$ cat config.mk
export PLATFORM = sky130hd
export DESIGN_NAME = sprite_shifter
export DESIGN_NICKNAME = d
export VERILOG_FILES = /design/src/rtl/sprite_shifter.sv
export SDC_FILE = /design/constraint.sdc
export NUM_CORES = 1
export LEC_CHECK = 0
export ABC_AREA = 1
export CORE_UTILIZATION = 40
export CTS_BUF_LIST = sky130_fd_sc_hd__clkbuf_4 sky130_fd_sc_hd__clkbuf_8
export CTS_CLUSTER_DIAMETER = 50
export CTS_CLUSTER_SIZE = 40
export DETAILED_ROUTE_END_ITERATION = 10
export GPL_TIMING_DRIVEN = 0
export PLACE_DENSITY = 0.54
export SLEW_MARGIN = 20
export SYNTH_ARGS = -nofsm -noshare
export SYNTH_HDL_FRONTEND = slang
export SYNTH_SLANG_ARGS = --single-unit
$ cat constraint.sdc
create_clock -name clk -period 2.84 [get_ports clk]
set_input_delay 0.568 -clock clk [delete_from_list [all_inputs] [get_ports clk]]
set_output_delay 0.568 -clock clk [all_outputs]
set_load 0.01 [all_outputs]
$ cat src/rtl/sprite_shifter.sv
// sprite_shifter: per-scanline sprite pixel stage.
// Latches up to NSLOTS sprites during the fetch phase, then on each active
// dot counts down X, shifts out pattern bits, resolves slot priority
// (lowest index wins) and registers one sprite pixel.
// Ports:
//   clk, rst (sync, active-low), ena (dot enable)
//   clr_slots, slot, load_attr/load_lo/load_hi, x_i, palette_i, pri_i,
//   flip_x_i, sp0_i, data_i : slot load interface
//   active    : visible-dot strobe
//   pix_color, pix_opaque, pix_pri, pix_sp0 : registered winning pixel
module sprite_shifter #(
   parameter int unsigned NSLOTS = 8,
   parameter int unsigned SLOTW  = 3
) (
   input  logic             clk,
   input  logic             rst,
   input  logic             ena,
   input  logic             clr_slots,
   input  logic [SLOTW-1:0] slot,
   input  logic             load_attr,
   input  logic             load_lo,
   input  logic             load_hi,
   input  logic [7:0]       x_i,
   input  logic [1:0]       palette_i,
   input  logic             pri_i,
   input  logic             flip_x_i,
   input  logic             sp0_i,
   input  logic [7:0]       data_i,
   input  logic             active,
   output logic [3:0]       pix_color,
   output logic             pix_opaque,
   output logic             pix_pri,
   output logic             pix_sp0
);

   localparam int unsigned COLW = 4;

   logic [NSLOTS-1:0]           cand;
   logic [NSLOTS-1:0][COLW-1:0] cand_col;
   logic [NSLOTS-1:0]           cand_pri;
   logic [NSLOTS-1:0]           cand_sp0;

   for (genvar g = 0; g < NSLOTS; g++) begin : g_slot
      logic [7:0] xcnt;
      logic [1:0] pal;
      logic       pri;
      logic       flip;
      logic       sp0;
      logic [7:0] sh_lo;
      logic [7:0] sh_hi;

      logic       hit;
      logic       hit_attr;
      logic       hit_any;
      logic       flip_eff;
      logic [7:0] pat;
      logic       do_shift;

      // Slot addressing; indices outside 0..NSLOTS-1 match nothing.
      assign hit      = (slot == SLOTW'(g));
      assign hit_attr = hit & load_attr;
      assign hit_any  = hit & (load_attr | load_lo | load_hi);
      // A same-edge attribute load supplies the flip used for the pattern.
      assign flip_eff = hit_attr ? flip_x_i : flip;
      assign pat      = flip_eff ? {data_i[0], data_i[1], data_i[2], data_i[3],
                                    data_i[4], data_i[5], data_i[6], data_i[7]}
                                 : data_i;
      assign do_shift = active & ~hit_any & (xcnt == 8'd0);

      // Slot state: loads beat clear, clear beats shifting.
      always_ff @(posedge clk) begin
         if (!rst) begin
            xcnt  <= 8'd0;
            pal   <= 2'd0;
            pri   <= 1'b0;
            flip  <= 1'b0;
            sp0   <= 1'b0;
            sh_lo <= 8'd0;
            sh_hi <= 8'd0;
         end else if (ena) begin
            if (hit_attr) begin
               xcnt <= x_i;
               pal  <= palette_i;
               pri  <= pri_i;
               flip <= flip_x_i;
               sp0  <= sp0_i;
            end else begin
               if (clr_slots) sp0 <= 1'b0;
               if (active && !hit_any && xcnt != 8'd0) xcnt <= xcnt - 8'd1;
            end

            if (hit && load_lo)  sh_lo <= pat;
            else if (clr_slots)  sh_lo <= 8'd0;
            else if (do_shift)   sh_lo <= {sh_lo[6:0], 1'b0};

            if (hit && load_hi)  sh_hi <= pat;
            else if (clr_slots)  sh_hi <= 8'd0;
            else if (do_shift)   sh_hi <= {sh_hi[6:0], 1'b0};
         end
      end

      assign cand[g]     = (xcnt == 8'd0) & (sh_hi[7] | sh_lo[7]);
      assign cand_col[g] = {pal, sh_hi[7], sh_lo[7]};
      assign cand_pri[g] = pri;
      assign cand_sp0[g] = sp0;
   end

   logic [COLW-1:0] win_col;
   logic            win_vld;
   logic            win_pri;
   logic            win_sp0;

   // Lowest-index candidate wins: scan downward so the last hit is lowest.
   always_comb begin
      win_col = '0;
      win_vld = 1'b0;
      win_pri = 1'b0;
      win_sp0 = 1'b0;
      for (int i = int'(NSLOTS) - 1; i >= 0; i--) begin
         if (cand[i]) begin
            win_col = cand_col[i];
            win_vld = 1'b1;
            win_pri = cand_pri[i];
            win_sp0 = cand_sp0[i];
         end
      end
   end

   // Output pixel register; inactive dots and transparent pixels give 0.
   always_ff @(posedge clk) begin
      if (!rst) begin
         pix_color  <= '0;
         pix_opaque <= 1'b0;
         pix_pri    <= 1'b0;
         pix_sp0    <= 1'b0;
      end else if (ena) begin
         if (active && win_vld) begin
            pix_color  <= win_col;
            pix_opaque <= 1'b1;
            pix_pri    <= win_pri;
            pix_sp0    <= win_sp0;
         end else begin
            pix_color  <= '0;
            pix_opaque <= 1'b0;
            pix_pri    <= 1'b0;
            pix_sp0    <= 1'b0;
         end
      end
   end

endmodule

==> out/summary.md <==
The first global-routing pass estimated 71200 um of wire. Static timing analysis puts the maximum clock frequency at 369 MHz. The tools report the via count of the first global-routing pass as 12700. The share of total power dissipated in combinational logic is 29.4%.

Measured against its own limit, the worst slew margin works out to 27.4%. The type of the tightest min-delay check is reg -> reg. The H-tree generated during clock tree synthesis spans 2 levels. In this run the vertical extent of the chip is 186 um. Leaving out fill and tap cells, the most frequent cells in the layout are sky130_fd_sc_hd__nand2_1, sky130_fd_sc_hd__o21ai_0, sky130_fd_sc_hd__dfxtp_1, sky130_fd_sc_hd__inv_1, sky130_fd_sc_hd__nor2_1. The met2 layer wire length in the routed design is 20200 um, and the cell area after synthesis is 13500 um^2.

Kind of capture point of the worst setup path: a flip-flop. The starting density of the core is 41.1%, and the routability congestion estimate from global placement is 0.895. The final count of hold timing violations was 0.

Sequential cells account for 36.5% of the total power. Number of antenna violations at the first check in global routing: 0. In the detailed route, the total length drawn on met3 is 2600 um. For this run, the leading register cell type out of synthesis is sky130_fd_sc_hd__dfxtp_1.

Dividing the detail-routed wire length by the instance count gives 17.9 um. In the final layout, the multi-input gates occupy 7340 um^2. Dividing the detail-routed via count by the number of cells gives 5.39. The run gives 3 as the largest buffer count on any clock path. DRC violation count after routing: 0. Subtracting the final worst setup slack from the clock period gives 2.71 ns.

Largest net degree at the start of global routing: 13. The cell type with the largest total area after synthesis was sky130_fd_sc_hd__dfxtp_1. The final route contains 13800 vias. The number of synthesized flops with an enable pin was 0.

The filler cells instantiated in the layout total 3536. The layout cell share with drive strength beyond 1 was 8.52%. The clock transition at the registers of the reported paths is 0.07 ns, and the remaining global-route overflow is 0. For this design the static power due to leakage is 6.60 nW. For the pre-CTS setup slack, the log shows -0.374 ns. Top layer reached by signal wires: met4. The wire length after detailed routing is 45700 um. For the final count of negative-setup-slack endpoints, the log shows 0.

The number of input and output port buffers inserted is 27. Once routing completed, OpenROAD measured the worst setup slack at 0.128 ns. In this run, post-CTS hold repair placed 0 buffers. Net switching fraction of the power: 36.0%.

Total global routing track utilization: 26.8%. The floorplan step set the die width to 186 um. The first routing iteration left 1057 violations. For the number of diodes, the log shows 0. For the worst setup path, the data arrival time is 3.15 ns.

39 I/O pins were placed. The logs give 0.451 ns for the final hold slack and 5 for the number of optimization iterations in the first detailed-route pass. For the area of all sequential standard cells, the log shows 4780 um^2.

The most common cell after layout, fill and taps aside is sky130_fd_sc_hd__nand2_1. The run gives 34500 um^2 as the die area. The top cell type by area accounts for 35.4% of the synthesized area.

The net switching component of the power was 3.94 mW. The run finished with clean final reports. Cell internal power was estimated by the tool at 7.02 mW.

The average instance in the mapped netlist occupies 6.69 um^2. TritonCTS built the clock tree. In this run the power density over the cells is 718 nW/um^2. The count of nets left with antenna violations once routing finished came out at 0. The proportion of synthesized flip-flops having asynchronous set or reset works out to 0%.

The clock network burns 34.1% of the power. The number of clock sinks is 239, and the share of the clock period used by the worst path after layout is 95.5%. Clock root buffer master: sky130_fd_sc_hd__clkbuf_8.

The maximum fanout along the worst path is 9, and the number of slew-limit violations in the final report is 0. The classification of the worst setup path was in -> reg. Synthesis produced a netlist with a net count of 2070. The number of buffers added by the clock tree synthesis step is 36. The core region is 32900 um^2. The sequential area share after synthesis came out at 35.4%. The detailed router put a total of 21400 um of wire on met1.

VDD sags by at most 377 uV. The critical path data required time came out at 3.28 ns. The final-stage net count was 2135.

Setup repair after global routing left no endpoint under its margin. Number of maximum-capacitance violations: 0. The run gives 2022 as the cell count after synthesis. For the final database, setup skew stands at 0.0178 ns. Relative to the synthesized area, the layout overhead comes to 13.0%. By area the synthesized netlist is led by sky130_fd_sc_hd__dfxtp_1, sky130_fd_sc_hd__o21ai_0, sky130_fd_sc_hd__nand2_1.

The worst setup path is launched from an input pin. The flip-flop and latch count after synthesis came out at 239. The HPWL after detailed placement is 33100 um.

For the pin with the worst max-slew slack, the measured transition is 1.09 ns. During synthesis, Yosys emitted a total of 0 warnings. The tools report the number of standard-cell rows in the floorplan as 66. The clock reaches the later pin of the worst-skew pair after 0.56 ns.

Counting distinct cell types in the post-synthesis netlist gives 42.
==> cell type report <==
type	count	area share (%)
plain buffers	93	2.78
multi-input cells	1428	48.0
clock inverters	22	2.39
inverters	262	6.44
clock buffers	41	3.65
well taps	442	3.62
flip-flops and latches	239	31.3
repair buffers	27	1.77
==> power groups by stage <==
stage	clock (mW)	combinational, mW	sequential [mW]
2_1_floorplan	0	2.32	4.01
3_3_place_gp	0	3.14	4.06
3_5_place_dp	0	3.17	4.07
4_1_cts	3.82	3.19	4.00
5_1_grt	3.96	3.64	4.05
6_report	3.74	3.22	4.00
==> registers in the layout, summed over array words and instances (netlist names) <==
name / count
pix_opaque: 1
g_slot.sh_lo: 64
g_slot.flip: 8
pix_sp0: 1
pix_pri: 1
pix_color: 4
g_slot.sh_hi: 64
g_slot.pal: 16
g_slot.xcnt: 64
g_slot.pri: 8
g_slot.sp0: 8
==> cells in the mapped netlist, types with 11 or more instances <==
cell type / count
sky130_fd_sc_hd__buf_2: 19
sky130_fd_sc_hd__dfxtp_1: 239
sky130_fd_sc_hd__a21oi_1: 159
sky130_fd_sc_hd__ha_1: 16
sky130_fd_sc_hd__nor2_1: 160
sky130_fd_sc_hd__clkbuf_1: 57
sky130_fd_sc_hd__a31oi_1: 48
sky130_fd_sc_hd__o21ai_1: 15
sky130_fd_sc_hd__o211ai_1: 11
sky130_fd_sc_hd__inv_2: 26
sky130_fd_sc_hd__nand2_1: 359
sky130_fd_sc_hd__xor2_1: 18
sky130_fd_sc_hd__a211oi_1: 37
sky130_fd_sc_hd__o21ai_2: 15
sky130_fd_sc_hd__o21ai_0: 320
sky130_fd_sc_hd__inv_1: 226
sky130_fd_sc_hd__nor3_1: 21
sky130_fd_sc_hd__o21bai_1: 50
sky130_fd_sc_hd__nand3_1: 127
==> per-stage QoR <==
stage | utilization, % | total power, mW | cells | setup TNS (ns) | cell area (um^2)
after global routing | 46.5 | 11.7 | 2554 | 0 | 15300
after detailed placement | 43.7 | 7.24 | 2491 | -29.37 | 14300
after global placement | 43.7 | 7.20 | 2491 | -28.50 | 14300
after floorplan | - | 6.33 | 2022 | 0 | 13500
after CTS | 46.5 | 11.0 | 2554 | 0 | 15300
final | 46.5 | 11.0 | 2554 | 0 | 15300
==> cell families after synthesis <==
family / Yosys count / share of synthesized area (%)
flops: 239 / 35.4
fa+ha+maj: 16 / 1.48
compound gates: 671 / 28.2
buf+inv: 355 / 10.4
simple gates: 716 / 22.9
xor+xnor: 25 / 1.62
==> critical path, cell delays in order <==
cell and delay (ns):
sky130_fd_sc_hd__clkdlybuf4s50_1 0.61, sky130_fd_sc_hd__inv_2 0.11, sky130_fd_sc_hd__nor2_1 0.29, sky130_fd_sc_hd__nand2_1 0.17, sky130_fd_sc_hd__nor2_1 0.12, sky130_fd_sc_hd__inv_1 0.16
sky130_fd_sc_hd__o211ai_1 0.60, sky130_fd_sc_hd__inv_2 0.24, sky130_fd_sc_hd__o211ai_1 0.22, sky130_fd_sc_hd__inv_1 0.05
==> final timing paths <==
path	to	from	slack, ns	cells after the start
worst max-delay path	g_slot[1].sh_hi[7]$_SDFFE_PN0P_	slot[0]	0.13	10
worst min-delay path	g_slot[1].pri$_SDFFE_PN0P_	g_slot[1].pri$_SDFFE_PN0P_	0.45	2
worst max register to register	pix_color[1]$_SDFFE_PN0P_	g_slot[2].xcnt[0]$_SDFFE_PN0P_	0.27	12
worst min register to register	g_slot[1].pri$_SDFFE_PN0P_	g_slot[1].pri$_SDFFE_PN0P_	0.45	2
==> what timing repair did <==
| item | in CTS | in global routing |
|---|---|---|
| gates resized for setup | 0 | 1 |
| setup endpoints to repair | 0 | 6 |
| setup buffers | 0 | 0 |
==> metal layers <==
metal  up-vias  track usage, %
met5         -               0
met4         0            9.67
met3        94            4.64
met2       377            42.7
met1      6393            36.2
li1       6906               -
Note: power is estimated with default switching activity, not from simulation.
